File: src/rtl/alu_pkg.sv
// ---------------------------------------------------------------------------
// alu_pkg
//   Shared ALU definitions used by the sequential multiplier:
//   - state_e    : multiplier FSM state encoding (IDLE/RUN/DONE)
//   - booth_op_e : radix-4 Booth operation selected by one multiplier triplet
//   - WIDTH_DEF  : default operand width
//   - booth_decode(): triplet {b[2i+1], b[2i], b[2i-1]} -> Booth operation
// ---------------------------------------------------------------------------
package alu_pkg;

  localparam int WIDTH_DEF = 32;

  typedef enum logic [1:0] {
    IDLE = 2'd0,
    RUN  = 2'd1,
    DONE = 2'd2
  } state_e;

  typedef enum logic [2:0] {
    ZERO = 3'd0,
    POS1 = 3'd1,
    POS2 = 3'd2,
    NEG1 = 3'd3,
    NEG2 = 3'd4
  } booth_op_e;

  // Radix-4 Booth recoding of one overlapping multiplier triplet.
  function automatic booth_op_e booth_decode(input logic [2:0] trip);
    booth_op_e op;
    case (trip)
      3'b000:  op = ZERO;
      3'b001:  op = POS1;
      3'b010:  op = POS1;
      3'b011:  op = POS2;
      3'b100:  op = NEG2;
      3'b101:  op = NEG1;
      3'b110:  op = NEG1;
      3'b111:  op = ZERO;
      default: op = ZERO;
    endcase
    return op;
  endfunction

endpackage

File: src/rtl/booth_recode_r4.sv
// ---------------------------------------------------------------------------
// booth_recode_r4
//   Combinational radix-4 Booth recoder.
//   Ports:
//     trip  in  3  multiplier triplet {b[2i+1], b[2i], b[2i-1]}
//     zero  out 1  partial product is 0
//     neg   out 1  subtract the selected multiple
//     two   out 1  selected multiple is 2*A (else 1*A)
// ---------------------------------------------------------------------------
module booth_recode_r4
  import alu_pkg::*;
(
  input  logic [2:0] trip,
  output logic       zero,
  output logic       neg,
  output logic       two
);

  booth_op_e op_s;

  // Decode the triplet into an operation, then into the adder control flags.
  always_comb begin
    op_s = booth_decode(trip);
    zero = 1'b0;
    neg  = 1'b0;
    two  = 1'b0;
    case (op_s)
      ZERO: zero = 1'b1;
      POS1: begin
        neg = 1'b0;
        two = 1'b0;
      end
      POS2: two = 1'b1;
      NEG1: neg = 1'b1;
      NEG2: begin
        neg = 1'b1;
        two = 1'b1;
      end
      default: zero = 1'b1;
    endcase
  end

endmodule

File: src/rtl/mul32_booth_seq.sv
// ---------------------------------------------------------------------------
// mul32_booth_seq
//   Sequential signed WIDTH x WIDTH multiplier, radix-4 Booth, one recoded
//   digit per clock (WIDTH/2 cycles). Result layout {HI, LO}.
//   Ports:
//     clk    in   1        rising-edge clock
//     clr    in   1        asynchronous active-high reset
//     start  in   1        request, honoured only in IDLE or DONE
//     A      in   WIDTH    multiplicand (two's complement), sampled on accept
//     B      in   WIDTH    multiplier (two's complement), sampled on accept
//     busy   out  1        operation in progress (RUN)
//     done   out  1        one-cycle pulse, out is valid (DONE)
//     out    out  2*WIDTH  signed product, held until the next result
// ---------------------------------------------------------------------------
module mul32_booth_seq
  import alu_pkg::*;
#(
  parameter int WIDTH = WIDTH_DEF
) (
  input  logic               clk,
  input  logic               clr,
  input  logic               start,
  input  logic [WIDTH-1:0]   A,
  input  logic [WIDTH-1:0]   B,
  output logic               busy,
  output logic               done,
  output logic [2*WIDTH-1:0] out
);

  localparam int ITER = WIDTH / 2;
  localparam int CW   = (ITER > 1) ? $clog2(ITER) : 1;
  localparam int AW   = 2 * WIDTH + 3;  // {hi[WIDTH+1:0], lo[WIDTH-1:0], prev}
  localparam logic [CW-1:0] LAST_CNT = CW'(ITER - 1);

  state_e             state_r;
  state_e             state_s;
  logic               accept_s;
  logic               last_s;
  logic [CW-1:0]      count_r;
  logic [WIDTH-1:0]   mcand_r;
  logic [AW-1:0]      acc_r;
  logic [AW-1:0]      acc_next_s;
  logic               busy_r;
  logic               done_r;
  logic [2*WIDTH-1:0] out_r;

  logic               zero_s;
  logic               neg_s;
  logic               two_s;
  logic [WIDTH+1:0]   hi_s;
  logic [WIDTH+1:0]   a_ext_s;
  logic [WIDTH+1:0]   addend_s;
  logic [WIDTH+1:0]   sum_s;

  booth_recode_r4 u_recode (
    .trip (acc_r[2:0]),
    .zero (zero_s),
    .neg  (neg_s),
    .two  (two_s)
  );

  assign last_s = (count_r == LAST_CNT);

  // Next-state logic; accept_s marks the edge that latches new operands.
  always_comb begin
    state_s  = state_r;
    accept_s = 1'b0;
    case (state_r)
      IDLE: begin
        if (start) begin
          state_s  = RUN;
          accept_s = 1'b1;
        end else begin
          state_s = IDLE;
        end
      end
      RUN: begin
        if (last_s) begin
          state_s = DONE;
        end else begin
          state_s = RUN;
        end
      end
      DONE: begin
        if (start) begin
          state_s  = RUN;
          accept_s = 1'b1;
        end else begin
          state_s = IDLE;
        end
      end
      default: state_s = IDLE;
    endcase
  end

  // Booth step: add the selected multiple of A to the upper half (kept two
  // bits wider so +/-2A never overflows), then arithmetic-shift right by 2.
  always_comb begin
    hi_s     = acc_r[AW-1:WIDTH+1];
    a_ext_s  = {{2{mcand_r[WIDTH-1]}}, mcand_r};
    if (two_s) begin
      addend_s = {a_ext_s[WIDTH:0], 1'b0};
    end else begin
      addend_s = a_ext_s;
    end
    if (zero_s) begin
      sum_s = hi_s;
    end else if (neg_s) begin
      sum_s = hi_s - addend_s;
    end else begin
      sum_s = hi_s + addend_s;
    end
    // Bit 0 of the new accumulator is the old lo[1], i.e. the next b[2i-1].
    acc_next_s = {{2{sum_s[WIDTH+1]}}, sum_s, acc_r[WIDTH:2]};
  end

  // State register and registered handshake flags.
  always_ff @(posedge clk or posedge clr) begin
    if (clr) begin
      state_r <= IDLE;
      busy_r  <= 1'b0;
      done_r  <= 1'b0;
    end else begin
      state_r <= state_s;
      busy_r  <= (state_s == RUN);
      done_r  <= (state_s == DONE);
    end
  end

  // Datapath: operand capture on accept, one Booth step per RUN cycle,
  // product captured only on the edge that enters DONE.
  always_ff @(posedge clk or posedge clr) begin
    if (clr) begin
      count_r <= '0;
      mcand_r <= '0;
      acc_r   <= '0;
      out_r   <= '0;
    end else if (accept_s) begin
      count_r <= '0;
      mcand_r <= A;
      acc_r   <= {{(WIDTH + 2){1'b0}}, B, 1'b0};
    end else if (state_r == RUN) begin
      count_r <= count_r + CW'(1);
      acc_r   <= acc_next_s;
      if (last_s) begin
        out_r <= acc_next_s[2*WIDTH:1];
      end else begin
        out_r <= out_r;
      end
    end else begin
      count_r <= count_r;
      acc_r   <= acc_r;
    end
  end

  assign busy = busy_r;
  assign done = done_r;
  assign out  = out_r;

endmodule

File: config.mk
export PLATFORM = sky130hd
export DESIGN_NAME = mul32_booth_seq
export DESIGN_NICKNAME = d
export VERILOG_FILES = /design/src/rtl/alu_pkg.sv /design/src/rtl/booth_recode_r4.sv /design/src/rtl/mul32_booth_seq.sv
export SDC_FILE = /design/constraint.sdc
export NUM_CORES = 1
export LEC_CHECK = 0
export BUFFER_PORTS_ARGS = -buffer_cell sky130_fd_sc_hd__buf_2
export CORE_ASPECT_RATIO = 1.75
export CORE_MARGIN = 2
export CORE_UTILIZATION = 45
export CTS_CLUSTER_DIAMETER = 200
export DETAILED_ROUTE_END_ITERATION = 10
export PLACE_DENSITY_LB_ADDON = 0.2
export SLEW_MARGIN = 20
export SYNTH_ARGS = -nofsm -noshare
export SYNTH_HDL_FRONTEND = slang
export SYNTH_SLANG_ARGS = --single-unit
File: constraint.sdc
create_clock -name clk -period 13.45 [get_ports clk]
set_input_delay 0.6725 -clock clk [delete_from_list [all_inputs] [get_ports clk]]
set_output_delay 0.6725 -clock clk [all_outputs]
set_load 0.01 [all_outputs]
# Word-level counts from Yosys, hierarchy flattened
# Memories as Yosys holds them, arrays and structs flattened.
# Index checks and enable logic that the tools add are counted.
[word_totals] reg_bits=171 rom_bits=24 input_bits=67 n_memories=1
[mem_list] memory="(name not given)" words=8 width=3 read_ports=1 rd_ports_with_merged_regs=0 wr=0 line="alu_pkg.sv:30" text="case (trip)"
[op_classes] add_sub_neg=3 eq_ne=9 mux=14 bitwise=1 reduce_logical=7
[op_table] operator="$mux 67" n=2
[op_table] operator="$mux 34" n=2
[op_table] operator="$add 34x34->34" n=1
[op_table] operator="$sub 34x34->34" n=1
[op_table] operator="$mux 32" n=1
[op_table] operator="$mux 4" n=2
[op_table] operator="$eq 3x2->1 const B" n=2
[op_table] operator="$reduce_or 2->1" n=3
[op_table] operator="$mux 1" n=5
[op_table] operator="$add 4x1->4 const B" n=1
[op_table] operator="$eq 2x1->1 const B" n=2
[op_table] operator="$eq 2x2->1 const B" n=2
[op_table] operator="$eq 4x4->1 const B" n=1
[op_table] operator="$pmux 2 s2" n=1
[op_table] operator="$reduce_or 4->1" n=1
[op_table] operator="$eq 3x1->1 const B" n=1
[op_table] operator="$eq 3x3->1 const B" n=1
[op_table] operator="$reduce_and 3->1" n=1
[op_table] operator="$logic_not 2->1" n=1
[op_table] operator="$mux 2" n=1
[op_table] operator="$reduce_bool 2->1" n=1
[op_table] operator="$not 1->1" n=1

# Logic depth before layout (Yosys ltp)
# Gate-level depths: netlist of run 1.
# An unclocked memory read counts as a cell.
[logic_depth] depth_word=10 depth_mapped=30 ltp_nobuf=26

# Cells and area by module
# Synthesis of run 1 repeated with hierarchy kept, for this count alone.
[unflattened] hier_cells=1253 area_unflattened_um2=10279.9
[by_module_without_submodules] module="mul32_booth_seq" n_inst=1 cells_each=1242 area_each_um2=10198.5 seq_area_each_um2=4229.1
[by_module_without_submodules] module="booth_recode_r4" n_inst=1 cells_each=11 area_each_um2=81.3 seq_area_each_um2=0.0

# Worst setup path after synthesis of run 1
# OpenSTA, ideal clock, no wires.
[synth_timing] kind="register to register" from="reg acc_r[0]" to="reg acc_r[62]" setup_time_ps=126 arrival_ps=5799 required_time_ps=13324 slack_ps=7525 stages_incl_launch_ff=30 path_buffers=4 cell_sequence="dfrtp_1 -> inv_1 -> ha_1 -> a21o_1 -> clkbuf_1 -> clkbuf_1 -> buf_1 -> nand2_1 -> ha_1 -> nand2b_1 -> nor2_1 -> nand4b_1 -> nor4_1 -> nand3b_1 -> or3_1 -> o211a_1 -> o21ai_1 -> o211ai_1 -> ha_1 -> clkbuf_1 -> nand2_1 -> or4_1 -> a2111o_1 -> nand4_1 -> o21ai_1 -> a21oi_1 -> o21a_1 -> nor2_1 -> xnor2_1 -> a221o_1"
[synth_via] elab_chain_cells=10 word_cells_on_any_way=17 classes_between="add/sub: 2; eq/ne: 4; mux: 7; reduce/logical: 3; memory: 1"
[synth_lines] item="from (decl)" line="mul32_booth_seq.sv:41" text="logic [AW-1:0] acc_r;"
[synth_lines] item="from (signal assigned)" line="mul32_booth_seq.sv:141" text="acc_r <= {{(WIDTH + 2){1'b0}}, B, 1'b0};"
[synth_lines] item="from (signal assigned)" line="mul32_booth_seq.sv:144" text="acc_r <= acc_next_s;"
[synth_lines] item="from (signal assigned)" line="mul32_booth_seq.sv:152" text="acc_r <= acc_r;"
[synth_lines] item="$mem_v2 8x3 (*)"
[synth_lines] item="$eq 3x2->1 / $eq 3x3->1 (equally long branches)" line="booth_recode_r4.sv:27" text="case (op_s)"
[synth_lines] item="$reduce_or 2->1 (no source line)"
[synth_lines] item="$mux 1" line="booth_recode_r4.sv:27"
[synth_lines] item="$mux 32" line="mul32_booth_seq.sv:101" text="if (two_s) begin"
[synth_lines] item="$add 34x34->34 / $sub 34x34->34 (equally long branches)" line="mul32_booth_seq.sv:111, mul32_booth_seq.sv:109"
[synth_lines] item="$mux 34" line="mul32_booth_seq.sv:108" text="end else if (neg_s) begin"
[synth_lines] item="$mux 34 (*)" line="mul32_booth_seq.sv:106" text="if (zero_s) begin"
[synth_lines] item="$mux 67 (*)" line="mul32_booth_seq.sv:142" text="end else if (state_r == RUN) begin"
[synth_lines] item="$mux 67 (*)" line="mul32_booth_seq.sv:138" text="end else if (accept_s) begin"
# Mark *: on every way between the ends. The rest lies on a longest branch, timed or not. The select of a mux whose other input is x is not followed.
# A chain may end at the register's enable or synchronous reset.

# Worst setup path after layout of run 1
[layout_timing] from="reg acc_r[0]" to="reg acc_r[65]"
# The elaborated chain is that of the path after synthesis.

==> results of run 1 <==
[critical path, cell delays in order (launching register included)]
cell and delay (ns):
dfrtp_1 0.37, inv_1 0.05, ha_1 0.35, a21oi_1 0.14, buf_4 0.28, mux2i_1 0.27, ha_1 0.20, nand2b_1 0.07
nor2_1 0.23, nand4b_1 0.21, nor4_1 0.29, nand3b_1 0.19, or3_1 0.41, o211a_1 0.23, o21ai_1 0.12, o211ai_1 0.12
ha_1 0.47, nand2_1 0.11, or4_1 0.56, a2111o_1 0.37, nand4_1 0.13, o21ai_1 0.11, a21oi_1 0.29, o21ai_1 0.14
mux2i_1 0.23, nand2_1 0.10, mux2i_1 0.15
[state kept, by name, indices dropped and copies added (netlist names)]
register  cells
acc_r        65
busy          1
count_r       4
done          1
mcand_r      32
out          64
state_r       2
[stage by stage]
stage | hold WS, ns | setup slack (ns) | utilization
final | 0.398 | 7.12 | 0.525
after global routing | 0.409 | 6.63 | 0.525
after CTS | 0.386 | 7.17 | 0.525
after detailed placement | 0.457 | 7.18 | 0.496
after global placement | 0.454 | 7.34 | 0.496
after floorplan | 0.462 | 7.52 | -
[final timing paths]
| check | startpoint | end | slack, ns | cells past startpoint |
|---|---|---|---|---|
| min reg2reg | out[4] | out[4] | 0.47 | 2 |
| max | acc_r[0] | acc_r[65] | 7.12 | 26 |
| min in group clk | A[9] | mcand_r[9] | 0.41 | 3 |
| min | clr | acc_r[13] | 0.40 | 2 |
| max reg2reg | acc_r[0] | acc_r[65] | 7.12 | 26 |
| max in group asynchronous | clr | mcand_r[15] | 11.56 | 3 |
[layout make-up]
type                    instances  area [um^2]  area share
repair buffers                145          758      0.0655
clock inverters                13          190      0.0164
inverters                      18         72.6     0.00627
well taps                     296          370      0.0320
multi-input cells             986         5520       0.476
clock buffers                  19          443      0.0382
flip-flops and latches        169         4230       0.365
[cells by family (layout without fill, tap and decap cells)]
logic type	count (synthesis)	after routing	share of synthesized area
adders and majority gates	38	38	0.0477
DFF	169	169	0.418
AOI/OAI and AO/OA	308	308	0.194
xor gates and xnor gates	49	49	0.0424
buffers and inverters	107	195	0.0401
and+or+nand+nor	571	571	0.237
muxes	20	20	0.0203
[metal layers]
metal | GRT usage | vias up | share of wire
met5 | 0 | - | 0
met4 | 0.0977 | 0 | 0.026
met3 | 0.0477 | 42 | 0.042
met2 | 0.441 | 200 | 0.52
met1 | 0.293 | 4390 | 0.41
li1 | - | 4476 | -
[layout by cell type, fill, tap and decap left out, drive strengths merged, types with 21 or more instances in the layout]
cell type  count
nand2        387
dfrtp        169
buf          145
o21ai         98
nor2          77
a21oi         64
ha            37
nand3         31
a22oi         31
xnor2         26
o211ai        25
xor2          23
inv           21
==> results.md, run 1 <==
STA:
- The final worst clock skew is 0.00991 ns.
- Summed over all failing endpoints, the final setup total negative slack is 0 ns.
- Setup repair after global routing left no endpoint under its margin.
- Derived from the worst setup path, the maximum achievable clock frequency is 0.158 GHz.
- Headroom to the max-slew limit came out at 0.311.
- The number of hold violations in the final report is 0.
- Of the available clock period, the critical path in the final layout requires 0.471.
- The number of pins exceeding their max-slew limit in the final report is 0.
- For the pin with the worst max-slew slack, the measured transition is 1.03 ns.
- The routed design could run at a clock period as short as 6.33 ns.
- Setup violations remaining at the end of the flow were counted as 0.

Floorplanning:
- The floorplan die area is 23,800 um^2.
- Measured along the x axis, the die boundary spans 117 um.
- The die height is 202 um.
- The region available for standard cell placement spans 22,100 um^2.
- For this design the top-level I/O count stands at 133.
- The floorplan row count is 72.
- The effective utilization at floorplan is 0.459.

Yosys:
- The fraction of registers with async set/reset is 1.00.
- The mapped netlist covers 10,100 um^2.
- The synthesis-stage register bit count is 169.
- The area share of the leading cell type in the synthesized netlist is 0.418.
- In this run, synthesis inferred 0 flip-flops with an integrated enable.
- After technology mapping, the gate count stands at 1,262.
- The average footprint of a synthesized cell is 8.02 um^2.
- Sorting the synthesized cells by area gives the leading types as dfrtp_1 (42%), nand2_1 (14%), ha_1 (4.6%).
- The distinct cell type count of the synthesized netlist is 60.
- Counting instances in the post-synthesis netlist gives the leading cell types as nand2_1 (387), dfrtp_1 (169), nor2_1 (77), o21ai_0 (75), clkbuf_1 (74).
- The share of the Yosys chip area taken by registers is 0.418.
- The most used flip-flop cell after synthesis is dfrtp_1.
- The synthesized design spends more area on one cell type than any other, namely dfrtp_1.
- Synthesis produced a netlist with a net count of 1,367.
- The number of warning messages in the yosys log is 0.
- The dominant cell by count in the synthesized netlist is nand2_1.

Routing:
- The via total after detailed routing is 9,108.
- The length of the first detailed-routing pass in iterations is 5.
- In the routed design, unresolved DRC markers number 0.
- After detailed routing, the total wire length is 28.6 mm.
- The per-cell via count in the routed design is 5.53.
- In the final routed layout, each cell accounts on average for 17.4 um.
- The number of routed nets with antenna violations is 0.
- For this block, the initial DRC count from the detailed router was 567.

CTS:
- The maximum count of clock buffers along a single path is 2.
- TritonCTS built the clock tree.
- The clock latency on the worst-skew pair is 0.45 ns.
- After clock tree synthesis, the repair step resized 0 gates.
- The count of H-tree levels built during CTS is 4.
- Post-CTS timing repair inserted 0 buffers for setup.
- The clock slew at the register clock pins of the worst setup and hold paths is 0.06 ns.
- The number of clock sinks is 169.
- Hold repair after CTS inserted 0 buffers.
- Counting the buffers created by CTS gives 17.
- The tree is rooted in a clkbuf_16.

Global routing:
- The initial antenna violation count was 0.
- The total global routing track utilization is 0.248.
- Entering global routing, the biggest net connects 99 pins.
- The first global-routing pass estimated 47.2 mm of wire.
- The via count of the first global-routing pass is 9,080.
- Summed over all layers, the global routing overflow is 0.

Worst setup path:
- The arrival time of the worst setup path is 6.66 ns.
- The element type at the critical path start is a register.
- The data required time at the worst endpoint is 13.78 ns.
- The kind of capture point of the worst setup path is a register.
- The setup path with the least slack is of type register to register.
- The critical-path maximum fanout is 20.

Placed design:
- The number of cells in the design after placement is 1,614.
- The count of input and output buffers is 132.
- The congestion estimate from routability-driven global placement came to 0.928.
- The placed instance area is 10,900 um^2.
- The HPWL after detailed placement is 19.9 mm.

Layout:
- The fill cell instance count of the final layout is 2,162.
- The antenna diode count is 0.
- The finished layout holds 1,646 standard cells, fillers aside.
- Relative to the synthesized area, the layout overhead comes to 14.4%.
- Of the cells placed in the final design, the portion with a size suffix greater than 1 is 0.145.
- After routing the design area is 11,600 um^2.
- The number of nets at the end of the flow is 1,442.

Worst hold path:
- The type of the worst min-delay path is primary input to asynchronous set/reset pin.

Job:
- The number of max-cap violations is 0.

Run status:
- The flow ran to the end, and the final reports show no timing, DRC or antenna violations.
Power of run 1 is not shown: default switching activity piles up to over one toggle a cycle in this logic, so the estimate is an artifact.
==> run 2: changes to the inputs <==
==> constraint.sdc (replaced) <==
create_clock -name clk -period 6.1 [get_ports clk]
set_input_delay 0.305 -clock clk [delete_from_list [all_inputs] [get_ports clk]]
set_output_delay 0.305 -clock clk [all_outputs]
set_load 0.01 [all_outputs]
==> run 2 against run 1 <==
  * Worst setup slack got worse by 6.7 ns
  * Non-clock buffer count rose by 6
  * Cell area rose by 0.24%
  * Register-to-register slack got worse by 6.7 ns
  * Via count rose by 0.20%
  * First-iteration DRC count fell by 4.6%
  * Routed wire length rose by 0.52%
  * Worst hold slack got worse by 0.36 ns
  * Sequential share of layout area fell by 0.087 points
  * Count of clock-buffer cells in the layout did not move
  * Largest cell class unchanged
  * Critical path depth fell by 2
  * Maximum frequency rose by 12%
==> results.md, run 2 (synthesis results as in run 1) <==
Run status:
- Outcome: finished, final reports clean (unchanged).

Floorplanning:
- The floorplan die area came to 23,800 um^2 (unchanged).
- The effective utilization at floorplan was 0.459 (unchanged).
- The placeable core region was 22,100 um^2 (unchanged).
- The die outline width came to 117 um (unchanged).
- The I/O pin count is 133 (unchanged).
- The floorplan row count came to 72 (unchanged).
- The die height is 202 um (unchanged).

Layout:
- The most frequent standard cell in the layout excluding fill and tap cells is nand2_1 (unchanged).
- The flip-flop count of the largest register, all copies and words added is 65 (unchanged).
- The antenna diode count is 0 (unchanged).
- The most flop-heavy register is acc_r (unchanged).
- The multi-input logic area is 5540 um^2 (was 5520 um^2).
- The number of nets at the end of the flow was 1,448 (was 1,442).
- The area taken by flip-flops and latches is 4230 um^2 (unchanged).
- The area growth from synthesis to layout is 14.7% (was 14.4%).
- The share of post-route cells with drive strength above 1 is 0.151 (was 0.145).
- The fill cell instance count of the final layout is 2,152 (was 2,162).
- Commonest cells after routing, fill and taps aside: nand2_1 (386), dfrtp_1 (169), buf_2 (132) (unchanged).

Worst setup path:
- The data required time at the worst endpoint is 6.40 ns (was 13.78 ns).
- The number of cells on the worst reg-to-reg path came to 24 (was 26).
- The critical-path maximum fanout is 7 (was 20).
- The arrival time of the worst setup path is 5.95 ns (was 6.66 ns).
- The signal on the critical path passes through inv_1 -> ha_1 -> a21oi_2 -> mux2i_1 -> ha_1 -> nand2b_1 -> nor2_1 -> nand4b_1 -> a2111o_1 -> nand2b_1 -> or4_1 -> nand2_1 -> xnor2_1 -> ha_2 -> nand2_1 -> or4_1 -> a2111o_1 -> nand4_1 -> o21ai_1 -> a21oi_2 -> o21ai_1 -> mux2i_1 -> xnor2_1 -> o21ai_1.
- The largest incremental delay on the critical path is 0.51 ns (was 0.56 ns).
- The worst setup path category is register to register (unchanged).
- The terminus of the critical flop-to-flop path was out[63] (was acc_r[65]).
- The cell with the largest stage delay on the worst path is or4_1 (unchanged).
- The cell repeated most along the worst path is o21ai_1.
- The element type at the critical path start is a register (unchanged).
- The kind of capture point of the worst setup path is a register (unchanged).
- The setup slack of the worst register-to-register path is 0.46 ns (was 7.12 ns).
- The critical register-to-register path startpoint is acc_r[0] (unchanged).

STA:
- The highest clock rate is 0.177 GHz (was 0.158 GHz).
- The number of hold violations in the final report is 0 (unchanged).
- The total negative slack is 0 ns (unchanged).
- The final critical path time including I/O delays and setup is 5.64 ns (was 6.33 ns).
- The final critical-path share of the clock period was 0.925 (was 0.471).
- The tightest slew margin relative to the limit was 0.339 (was 0.311).
- RSZ-0062 raised after global routing: no (unchanged).
- The final worst clock skew came to 0.0106 ns (was 0.00991 ns).
- The transition at the pin with the smallest max-transition slack was 0.992 ns (was 1.03 ns).
- The number of pins exceeding their max-slew limit in the final report is 0 (unchanged).
- The setup violation total in the final timing report came to 0 (unchanged).

CTS:
- The count of H-tree levels built during CTS is 4 (unchanged).
- The number of clock sinks is 169 (unchanged).
- The maximum count of clock buffers along a single path is 2 (unchanged).
- The root buffer cell is clkbuf_16 (unchanged).
- The CTS tree is yes (unchanged).
- The count of buffers added by post-CTS timing repair for setup is 0 (unchanged).
- The number of buffers inserted during clock tree synthesis is 17 (unchanged).
- The clock latency on the worst-skew pair is 0.45 ns (about the same).
- The clock slew at the register clock pins of the worst setup and hold paths is 0.07 ns (was 0.06 ns).

Routing:
- The length of the first detailed-routing pass in iterations is 5 (unchanged).
- The number of DRC violations after detailed routing came to 0 (unchanged).
- The number of routed nets with antenna violations is 0 (unchanged).
- The average wire length per cell after detail routing is 17.4 um (about the same).
- The count of routing violations after the opening detailed-route iteration is 541 (was 567).
- The via total after detailed routing is 9,126 (was 9,108).
- The per-cell via count in the routed design is 5.53 (about the same).
- The final routed wirelength across all metal layers came to 28.8 mm (was 28.6 mm).

Global routing:
- The total congestion overflow is 0 (unchanged).
- The wire length of the first global-routing pass came to 47.5 mm (was 47.2 mm).
- The largest net degree at the start of global routing is 107 (was 99).
- The via count of the first global-routing pass is 9,037 (was 9,080).
- The initial antenna violation count is 0 (unchanged).
- The total global routing track utilization is 0.251 (was 0.248).

Placed design:
- The routability congestion estimate from global placement is 0.999 (was 0.928).
- The half-perimeter wire length after detailed placement is 20.0 mm (was 19.9 mm).
- The count of input and output buffers is 132 (unchanged).

Worst hold path:
- The type of the worst min-delay path was primary input to asynchronous set/reset pin (unchanged).

Job:
- The number of max-cap violations is 0 (unchanged).
run 2: cell count changes in the layout (fill, tap and decap cells not counted), sizes merged:
cell      previous run  this run
buf                145       151
clkinvlp             3         4
bufinv               4         2
run 2: worst max path at each step:
stage                        start   endpoint  slack, ns  cells past startpoint
after global routing      acc_r[0]    out[63]       0.01                     24
final                     acc_r[0]    out[63]       0.46                     24
after global placement    acc_r[0]  acc_r[62]       0.52                     24
after detailed placement  acc_r[0]  acc_r[65]       0.38                     25
after CTS                 acc_r[0]  acc_r[65]       0.33                     25
after floorplan           acc_r[0]  acc_r[62]       0.17                     29
run 2: worst max-delay path, delay by kind of cell, from the launching register on:
kind            cells  cell delay (ns)
mux                 2             0.51
xor+xnor            2             0.24
compound gates      7             1.48
fa+ha+maj           3             0.95
buf+inv             1             0.05
simple gates        9             1.88
flops               1             0.38
run 2: final cells by class:
cell class / instances / area share
clock inverters: 12 / 0.0122
well taps: 296 / 0.0319
flip-flops and latches: 169 / 0.364
clock buffers: 19 / 0.0382
inverters: 18 / 0.00625
repair buffers: 151 / 0.0703
multi-input cells: 986 / 0.477
run 2: through the flow:
step | std cells | area, um^2 | utilization | setup slack, ns | hold slack, ns
floorplan | 1262 | 10100 | - | 0.175 | 0.410
global placement | 1620 | 11000 | 0.499 | 0.522 | 0.454
detailed placement | 1620 | 11000 | 0.499 | 0.376 | 0.456
CTS | 1651 | 11600 | 0.525 | 0.329 | 0.0139
global route | 1651 | 11600 | 0.526 | 0.0102 | 0.0328
finish | 1651 | 11600 | 0.526 | 0.458 | 0.0391
run 2: what timing repair did:
| action | 4_1_cts | 5_1_grt |
|---|---|---|
| hold buffers | 0 | 0 |
| endpoints found under the setup margin | 0 | 7 |
| hold endpoints to repair | 0 | 0 |
| resized for setup | 0 | 5 |
run 2: metal layers:
| metal | wire length (um) | vias to the layer above | global-route usage |
|---|---|---|---|
| met5 | 0 | - | 0 |
| met4 | 962 | 0 | 0.112 |
| met3 | 1290 | 56 | 0.0460 |
| met2 | 14700 | 229 | 0.436 |
| met1 | 11800 | 4346 | 0.304 |
| li1 | - | 4495 | - |
Power of run 2 is left out for the same reason.
